--- src/rtl/player_action_encoder_pkg.sv ---
// Shared definitions for the 6-bit one-hot player action bus.
// Both the encoder and the player modules import this package, so the bit
// layout and the priority order have a single definition.
package player_action_encoder_pkg;

  localparam int NUM_BTN = 6;

  typedef logic [NUM_BTN-1:0] action_t;

  // Bit positions on the action bus and on the raw button vector.
  localparam int BIT_PUNCH = 0;
  localparam int BIT_KICK  = 1;
  localparam int BIT_JUMP  = 2;
  localparam int BIT_WAIT  = 3;
  localparam int BIT_LEFT  = 4;
  localparam int BIT_RIGHT = 5;

  // One-hot action encodings.
  localparam action_t NO_ACTION  = 6'b000000;
  localparam action_t PUNCH      = 6'b000001;
  localparam action_t KICK       = 6'b000010;
  localparam action_t JUMP       = 6'b000100;
  localparam action_t WAIT       = 6'b001000;
  localparam action_t MOVE_LEFT  = 6'b010000;
  localparam action_t MOVE_RIGHT = 6'b100000;

  // Buttons that generate edge-triggered press events (WAIT is a level).
  localparam action_t PRESS_MASK = PUNCH | KICK | JUMP | MOVE_LEFT | MOVE_RIGHT;

  // Arbitration rank, lowest first: MOVE_LEFT < MOVE_RIGHT < JUMP < KICK < PUNCH.
  typedef enum logic [2:0] {
    PRIO_NONE  = 3'd0,
    PRIO_LEFT  = 3'd1,
    PRIO_RIGHT = 3'd2,
    PRIO_JUMP  = 3'd3,
    PRIO_KICK  = 3'd4,
    PRIO_PUNCH = 3'd5
  } action_prio_e;

  localparam int NUM_PRIO = 5;
  localparam int PRIO_ORDER [NUM_PRIO] = '{BIT_LEFT, BIT_RIGHT, BIT_JUMP, BIT_KICK, BIT_PUNCH};

  // Rank of the highest-priority action present in a (possibly multi-hot) vector.
  function automatic action_prio_e action_prio(input action_t a);
    action_prio_e p;
    p = PRIO_NONE;
    for (int i = 0; i < NUM_PRIO; i++) begin
      if (a[PRIO_ORDER[i]]) p = action_prio_e'(3'(i + 1));
    end
    return p;
  endfunction

  // Keep only the highest-priority request of a multi-hot vector.
  function automatic action_t highest_action(input action_t req);
    action_t r;
    r = NO_ACTION;
    for (int i = 0; i < NUM_PRIO; i++) begin
      if (req[PRIO_ORDER[i]]) r = action_t'(1) << PRIO_ORDER[i];
    end
    return r;
  endfunction

endpackage

--- src/rtl/player_action_encoder_button_debouncer.sv ---
// One push-button lane: 2-flop synchroniser, stability counter and debounced
// level, plus a one-cycle pulse on each debounced rising edge.
module button_debouncer #(
  parameter int DEBOUNCE_CYCLES = 4
) (
  input  logic clk,
  input  logic rst,
  input  logic btn_raw,
  output logic level,
  output logic rise
);

  localparam int CNT_W = (DEBOUNCE_CYCLES > 1) ? $clog2(DEBOUNCE_CYCLES + 1) : 1;

  logic [1:0]       sync_reg;
  logic [CNT_W-1:0] cnt_reg;
  logic             level_reg;
  logic             rise_reg;

  // Synchronise, then flip the level only after DEBOUNCE_CYCLES consecutive disagreeing samples.
  always_ff @(posedge clk or posedge rst) begin
    if (rst) begin
      sync_reg  <= 2'b00;
      cnt_reg   <= '0;
      level_reg <= 1'b0;
      rise_reg  <= 1'b0;
    end else begin
      sync_reg <= {sync_reg[0], btn_raw};
      rise_reg <= 1'b0;
      if (sync_reg[1] == level_reg) begin
        cnt_reg <= '0;
      end else if (cnt_reg == CNT_W'(DEBOUNCE_CYCLES - 1)) begin
        cnt_reg   <= '0;
        level_reg <= ~level_reg;
        rise_reg  <= ~level_reg;
      end else begin
        cnt_reg <= cnt_reg + CNT_W'(1);
      end
    end
  end

  assign level = level_reg;
  assign rise  = rise_reg;

endmodule

--- src/rtl/player_action_encoder.sv ---
// Player action encoder: debounced buttons -> press arbitration into a single
// pending action -> one one-hot action strobe per game tick, with attack
// cooldown and optional left/right mirroring for the right-side player.
module player_action_encoder
  import player_action_encoder_pkg::*;
#(
  parameter int DEBOUNCE_CYCLES = 4,
  parameter int ATTACK_COOLDOWN = 2,
  parameter bit MIRROR          = 1'b0
) (
  input  logic                clk,
  input  logic                rst,
  input  logic                game_tick,
  input  logic [NUM_BTN-1:0]  btn,
  output logic [NUM_BTN-1:0]  action_out,
  output logic                action_valid,
  output logic                dropped
);

  localparam int CD_W = (ATTACK_COOLDOWN > 0) ? $clog2(ATTACK_COOLDOWN + 1) : 1;

  action_t          level_vec;
  action_t          rise_vec;

  action_t          pending_reg;
  action_t          action_out_reg;
  logic             action_valid_reg;
  logic             dropped_reg;
  logic [CD_W-1:0]  cd_reg;

  action_t          press_ev;
  action_t          arb_ev;
  action_t          cand;
  action_t          base;
  action_t          pending_next;
  action_t          out_next;
  logic [CD_W-1:0]  cd_next;
  logic             wait_held;
  logic             emit_attack;
  logic             attack_blocked;
  logic             attack_hit;
  logic             rl_cancel;
  logic             multi_hit;
  logic             accept;
  logic             dropped_next;

  genvar gi;
  generate
    for (gi = 0; gi < NUM_BTN; gi++) begin : g_btn
      button_debouncer #(
        .DEBOUNCE_CYCLES(DEBOUNCE_CYCLES)
      ) u_debouncer (
        .clk    (clk),
        .rst    (rst),
        .btn_raw(btn[gi]),
        .level  (level_vec[gi]),
        .rise   (rise_vec[gi])
      );
    end
  endgenerate

  // Tick emission, cooldown update, then arbitration of this cycle's press events.
  always_comb begin
    // Only the WAIT button is level-sensitive; the rest act on press edges.
    wait_held = |(level_vec & WAIT);

    // Emission: pending wins, otherwise a held WAIT, otherwise nothing.
    out_next = NO_ACTION;
    if (game_tick) begin
      if (pending_reg != NO_ACTION) out_next = pending_reg;
      else if (wait_held)           out_next = WAIT;
    end

    // Cooldown reloads on an emitted attack, otherwise counts ticks down to 0.
    emit_attack = game_tick & (pending_reg[BIT_PUNCH] | pending_reg[BIT_KICK]);
    cd_next     = cd_reg;
    if (game_tick) begin
      if (emit_attack)        cd_next = CD_W'(ATTACK_COOLDOWN);
      else if (cd_reg != '0)  cd_next = cd_reg - CD_W'(1);
    end

    // Press events; the right-side player swaps the two move directions.
    press_ev = rise_vec & PRESS_MASK;
    if (MIRROR) begin
      press_ev[BIT_RIGHT] = rise_vec[BIT_LEFT];
      press_ev[BIT_LEFT]  = rise_vec[BIT_RIGHT];
    end

    // Events in a tick cycle see the cooldown as it stands after the emission.
    attack_blocked = (cd_next != '0);
    attack_hit     = attack_blocked & (press_ev[BIT_PUNCH] | press_ev[BIT_KICK]);
    arb_ev         = press_ev;
    if (attack_blocked) begin
      arb_ev[BIT_PUNCH] = 1'b0;
      arb_ev[BIT_KICK]  = 1'b0;
    end

    // Opposite moves together with nothing stronger cancel each other out.
    rl_cancel = arb_ev[BIT_RIGHT] & arb_ev[BIT_LEFT] &
                ~(arb_ev[BIT_JUMP] | arb_ev[BIT_KICK] | arb_ev[BIT_PUNCH]);
    if (rl_cancel) begin
      arb_ev[BIT_RIGHT] = 1'b0;
      arb_ev[BIT_LEFT]  = 1'b0;
    end

    cand      = highest_action(arb_ev);
    multi_hit = (arb_ev != cand);

    // A tick clears pending before the new event is considered.
    base   = game_tick ? NO_ACTION : pending_reg;
    accept = (cand != NO_ACTION) && (action_prio(cand) > action_prio(base));
    pending_next = accept ? cand : base;

    dropped_next = attack_hit | rl_cancel | multi_hit |
                   ((cand != NO_ACTION) & ~accept) |
                   (accept & (base != NO_ACTION));
  end

  // Register pending action, cooldown and the single-cycle output strobes.
  always_ff @(posedge clk or posedge rst) begin
    if (rst) begin
      pending_reg      <= NO_ACTION;
      cd_reg           <= '0;
      action_out_reg   <= NO_ACTION;
      action_valid_reg <= 1'b0;
      dropped_reg      <= 1'b0;
    end else begin
      pending_reg      <= pending_next;
      cd_reg           <= cd_next;
      action_out_reg   <= out_next;
      action_valid_reg <= (out_next != NO_ACTION);
      dropped_reg      <= dropped_next;
    end
  end

  assign action_out   = action_out_reg;
  assign action_valid = action_valid_reg;
  assign dropped      = dropped_reg;

endmodule

--- config.mk ---
export PLATFORM = sky130hd
export DESIGN_NAME = player_action_encoder
export DESIGN_NICKNAME = d
export VERILOG_FILES = /design/src/rtl/player_action_encoder_pkg.sv /design/src/rtl/player_action_encoder_button_debouncer.sv /design/src/rtl/player_action_encoder.sv
export SDC_FILE = /design/constraint.sdc
export NUM_CORES = 1
export LEC_CHECK = 0
export CORE_MARGIN = 5
export CORE_UTILIZATION = 35
export CTS_BUF_LIST = sky130_fd_sc_hd__clkbuf_8
export CTS_CLUSTER_SIZE = 28
export DETAILED_ROUTE_END_ITERATION = 12
export PLACE_DENSITY = 0.48
export SYNTH_ARGS = -nofsm -noshare
export SYNTH_HDL_FRONTEND = slang
export SYNTH_SLANG_ARGS = --single-unit
--- constraint.sdc ---
create_clock -name clk -period 5.19 [get_ports clk]
set_clock_uncertainty 0.15 [all_clocks]
set_input_delay 1.038 -clock clk [delete_from_list [all_inputs] [get_ports clk]]
set_output_delay 1.038 -clock clk [all_outputs]
set_load 0.02 [all_outputs]
==> reports/results.ini, run 1 <==
[yosys]
ys_seq_area_frac = 0.623
yosysMostFrequentCell = dfrtp_1
ys_top_cells_by_area = dfrtp_1 (62%), ha_1 (4.9%), nor2_1 (2.8%), nor2b_1 (2.7%), nor3b_1 (2.6%)
syn_inst = 185
synth-compound-area-share = 0.0880
yosys.area.top_type = dfrtp_1
ys_ff_latch = 57
synthMuxAreaShare = 0.0246
synth_top_family_by_area = simple AND/OR/NAND/NOR gates
synth-edff-count = 0
synth_warnings = 0
syn_nets = 203
netlist_area_um2 = 2290
syn_avg_cell_area_um2 = 12.4
synthAdderAreaFrac = 0.0492
synth-xor-area-share = 0.0230
ys_top_cells_by_count = dfrtp_1 (57), nor2_1 (17), nor2b_1 (10), ha_1 (9), nor3_1 (9)
synthArstFlopShare = 1.00
synth_flop_cell = dfrtp_1
synth_cell_type_count = 36
synth.top_cell.area_share = 0.623
synth-simple-area-share = 0.174

[layout]
fin_cells = 293
largest_reg_flops = 18
final_cell_area_um2 = 2720
nNetsFinal = 229
diodes = 0
drive_gt1_frac = 0.134
area_delta_synth_final_pct = 18.6

[global_route]
met2_usage = 0.157
grt_start_max_net_pins = 58
met3_usage = 0.0342
met1_usage = 0.116
grt_pass1_wl_um = 6620
track_usage = 0.0998
grt-ovfl-total = 0
antenna_found_initial = 0
grt_pass1_vias = 1522
top_usage_layer = met2

[cts]
clk_latency_ns = 0.33
cts_buffers = 9
cts_tree = built
ctsResizeCount = 0
cts.sinks = 57
clk_pin_slew_ns = 0.06
htreeDepth = 3
cts.path.max_buffers = 2
clockRootBuffer = clkbuf_8
post_cts_buffers = 0
hold_buffers = 0

[timing]
tightest_slew_ns = 0.684
fin_crit_sh = 0.733
drv_slew = 0
setup_tns_ns = 0
fmax_mhz = 263
layout_setup_ws_ns = 1.38
period_needed_ns = 3.81
slew_headroom = 0.544
rsz0062_at_grt = false
hold_viol_final = 0
setup_violations = 0

[critical_path]
worst_setup_path_start_kind = primary input
path_max_fanout = 12
critical_path_buf_inv_count = 1
crit_required_ns = 5.30
cpMostUsedCell = o21ai_0
crit_chain = clkdlybuf4s50_1, or4b_4, a21oi_4, nor2_1, ha_1, and3b_1, o21ai_0, o21ai_0, a32o_1, o21ai_1
path_delay_family = compound AO/OA/AOI/OAI gates
arrival_ns = 3.91
critPathCaptureType = flip-flop
path_class = in2reg
critPathSlowestCell = clkdlybuf4s50_1
slowest_delay_ns = 0.66

[power]
seq_power_share = 0.468
switchingPower_uw = 364
pwr-share-clk = 0.288
combPwrFrac = 0.244
swShare = 0.294
power_per_cell_area_nw_per_um2 = 456
ir_drop_uv = 197
p_leak_uw = 0.00127
total_power_uw = 1240
internal_power_uw = 874

[status]
status = finished clean

[route]
route.detailed.drc = 0
ant_nets = 0
wl_per_cell_um = 12.6
routed_wl_um = 3710
vias_per_cell = 4.87
drt_iter0_markers = 20
drt_pass1_iterations = 4
vias = 1427

[die]
core-area_um2 = 6350
io_pins = 17
start_util = 0.361
die_h_um = 90.9
dieArea_um2 = 8260
rows = 29
die_w_um = 90.9

[placement]
place_ws_ns = 1.05
dpl_cell_area_um2 = 2540
placed_cells = 277
portBuffers = 16
dp_hpwl_um = 2620
gp_congestion = 0.750

[job]
max_cap_violations = 0

[hold_path]
hold_class = reg2reg

-- layout by cell type (no fill, tap or decap), types with 2 or more instances in the layout --
cell              n
a21oi_1           6
a31o_2            2
a31oi_1           2
and2_1            3
and3b_1           6
clkbuf_8         11
clkdlybuf4s50_1  16
clkinv_2          3
dfrtp_1          57
ha_1              9
inv_1             9
mux2_2            5
nand2_1           6
nand3_1           2
nor2_1           17
nor2b_1          10
nor3_1            9
nor3b_1           8
o21a_1            2
o21ai_0           8
o22ai_1           2
xnor2_1           6
-- per-stage QoR --
step,hold WS (ns),utilization
global placement,0.182,0.400
finish,0.197,0.428
floorplan,0.181,-
detailed placement,0.185,0.400
CTS,0.199,0.428
global route,0.208,0.428
-- cell families after synthesis --
family | Yosys count
mux | 5
buf+inv | 10
fa+ha+maj | 9
flops | 57
simple gates | 69
xor+xnor | 6
compound gates | 29
-- path summary, 6_finish.rpt --
| path | startpoint | to | slack, ns | depth (start not counted) |
|---|---|---|---|---|
| worst max-delay path | game_tick | dropped$_DFF_PP0_ | 1.38 | 10 |
| worst min-delay path | g_btn[1].u_debouncer.sync_reg[0]$_DFF_PP0_ | g_btn[1].u_debouncer.sync_reg[1]$_DFF_PP0_ | 0.20 | 0 |
| worst max register to register | pending_reg[0]$_DFF_PP0_ | dropped$_DFF_PP0_ | 2.28 | 9 |
| worst min register to register | g_btn[1].u_debouncer.sync_reg[0]$_DFF_PP0_ | g_btn[1].u_debouncer.sync_reg[1]$_DFF_PP0_ | 0.20 | 0 |
| max in group asynchronous | rst | pending_reg[5]$_DFF_PP0_ | 3.37 | 3 |
| min in group asynchronous | rst | g_btn[2].u_debouncer.cnt_reg[1]$_DFF_PP0_ | 1.07 | 3 |
-- layer usage --
| layer | part of all wire | up-vias |
|---|---|---|
| li1 | - | 694 |
| met2 | 0.48 | 23 |
| met5 | 0 | - |
| met1 | 0.45 | 702 |
| met4 | 0.024 | 0 |
| met3 | 0.047 | 8 |
-- worst register-to-register path: cells and delay by family (launching register included) --
kind                       cells  cell delay (ns)
DFF                            1             0.45
and+or+nand+nor                3             0.86
adders and majority gates      1             0.31
AOI/OAI and AO/OA              5             1.08
-- power groups by stage --
stage	clock [uW]	combinational (uW)	sequential (uW)
after CTS	370	307	582
after global placement	0	290	584
final	357	302	580
after global routing	386	346	593
after detailed placement	0	307	590
after floorplan	0	217	592
-- layout make-up --
cell class | instances | area [um2]
Timing Repair Buffer | 17 | 168
Tap cell | 77 | 96.3
Multi-Input combinational cell | 118 | 822
Clock buffer | 11 | 151
Inverter | 8 | 30.0
Sequential cell | 57 | 1430
Fill cell | 595 | 3630
Clock inverter | 5 | 22.5
(Power assumes the default switching activity.)
==> run 2: changes to the inputs <==
- clock period: 5.19 -> 3.6 ns (I/O delays scaled with it)
==> reports/results.ini, run 2 (synthesis gave the netlist of run 1 again) <==
[route]
routed_wl_um = 3850
vias_per_cell = 4.86
vias = 1443
drt_pass1_iterations = 4
wl_per_cell_um = 13.0
ant_nets = 0
drt_iter0_markers = 44
route.detailed.drc = 0

[power]
power_per_cell_area_nw_per_um2 = 650
ir_drop_uv = 218
p_leak_uw = 0.00129

[cts]
cts.sinks = 57
cts.path.max_buffers = 2
clockRootBuffer = clkbuf_8
clk_latency_ns = 0.32
cts_buffers = 9
clk_pin_slew_ns = 0.06
cts_tree = built
hold_buffers = 0
ctsResizeCount = 0
htreeDepth = 3
post_cts_buffers = 0

[timing]
slew_headroom = 0.508
drv_slew = 0
tightest_slew_ns = 0.737
hold_viol_final = 0
fmax_mhz = 318
period_needed_ns = 3.15
fin_crit_sh = 0.874
hold_ws_ns = 0.199
setup_violations = 0
rsz0062_at_grt = false
setup_tns_ns = 0

[global_route]
grt_pass1_wl_um = 6790
grt-ovfl-total = 0
track_usage = 0.103
grt_start_max_net_pins = 37
antenna_found_initial = 0
grt_pass1_vias = 1579

[layout]
nNetsFinal = 233
area_delta_synth_final_pct = 19.9
final_util = 0.433
fin_cells = 297
final_cell_mix = dfrtp_1 (57), nor2_1 (17), clkdlybuf4s50_1 (16)
drive_gt1_frac = 0.150
largest_reg_flops = 18
diodes = 0
final_cell_area_um2 = 2750
final_common_cell = dfrtp_1

[critical_path]
path_class = in2reg
path_max_fanout = 4
critPathCaptureType = flip-flop
worst_setup_path_start_kind = primary input
crit_required_ns = 3.70
arrival_ns = 3.25

[die]
dieArea_um2 = 8260
die_w_um = 90.9
die_h_um = 90.9
rows = 29
io_pins = 17
core-area_um2 = 6350
start_util = 0.361

[placement]
placed_cells = 281
gp_congestion = 0.783
dpl_cell_area_um2 = 2570
dp_hpwl_um = 2800
portBuffers = 16

[job]
max_cap_violations = 0

[status]
status = finished clean

[hold_path]
hold_class = reg2reg

==> run 2: report_power, final <==
part,internal (uW),switching [uW]
clock network,278,227
registers,764,72.1
logic,222,221
total,1260,521
==> run 2: worst paths after layout <==
path,cells after the start,to,slack (ns),startpoint
max reg2reg,9,dropped$_DFF_PP0_,0.82,pending_reg[0]$_DFF_PP0_
max in group asynchronous,3,g_btn[3].u_debouncer.cnt_reg[2]$_DFF_PP0_,1.96,rst
max,10,dropped$_DFF_PP0_,0.45,game_tick
min reg2reg,0,g_btn[0].u_debouncer.sync_reg[1]$_DFF_PP0_,0.20,g_btn[0].u_debouncer.sync_reg[0]$_DFF_PP0_
min in group asynchronous,2,g_btn[5].u_debouncer.sync_reg[0]$_DFF_PP0_,0.69,rst
min,0,g_btn[0].u_debouncer.sync_reg[1]$_DFF_PP0_,0.20,g_btn[0].u_debouncer.sync_reg[0]$_DFF_PP0_
==> run 2: critical path: stages <==
cell,delay [ns]
clkdlybuf4s50_1,0.50
or4b_4,0.49
a21oi_4,0.17
nor2_1,0.07
ha_1,0.30
and3b_1,0.20
o21ai_0,0.33
o21ai_0,0.15
a32o_1,0.22
o21ai_1,0.10
==> run 2: metrics by stage <==
step,power (uW),setup slack (ns)
finish,1790,0.452
CTS,1820,0.479
floorplan,1170,0.706
global route,1920,0.290
global placement,1260,0.187
detailed placement,1300,0.155
==> run 2: area by class of cell <==
cell class	instances	area, um2
Tap cell	77	96.3
Clock inverter	5	22.5
Sequential cell	57	1430
Multi-Input combinational cell	118	822
Timing Repair Buffer	21	198
Clock buffer	11	151
Inverter	8	30.0
Fill cell	602	3600
==> run 2: routing by layer <==
layer	vias to the layer above	track usage	routed length, um
li1	706	-	-
met4	0	0.0489	68
met5	-	0	0
met1	711	0.116	1750
met3	6	0.0458	154
met2	20	0.165	1880
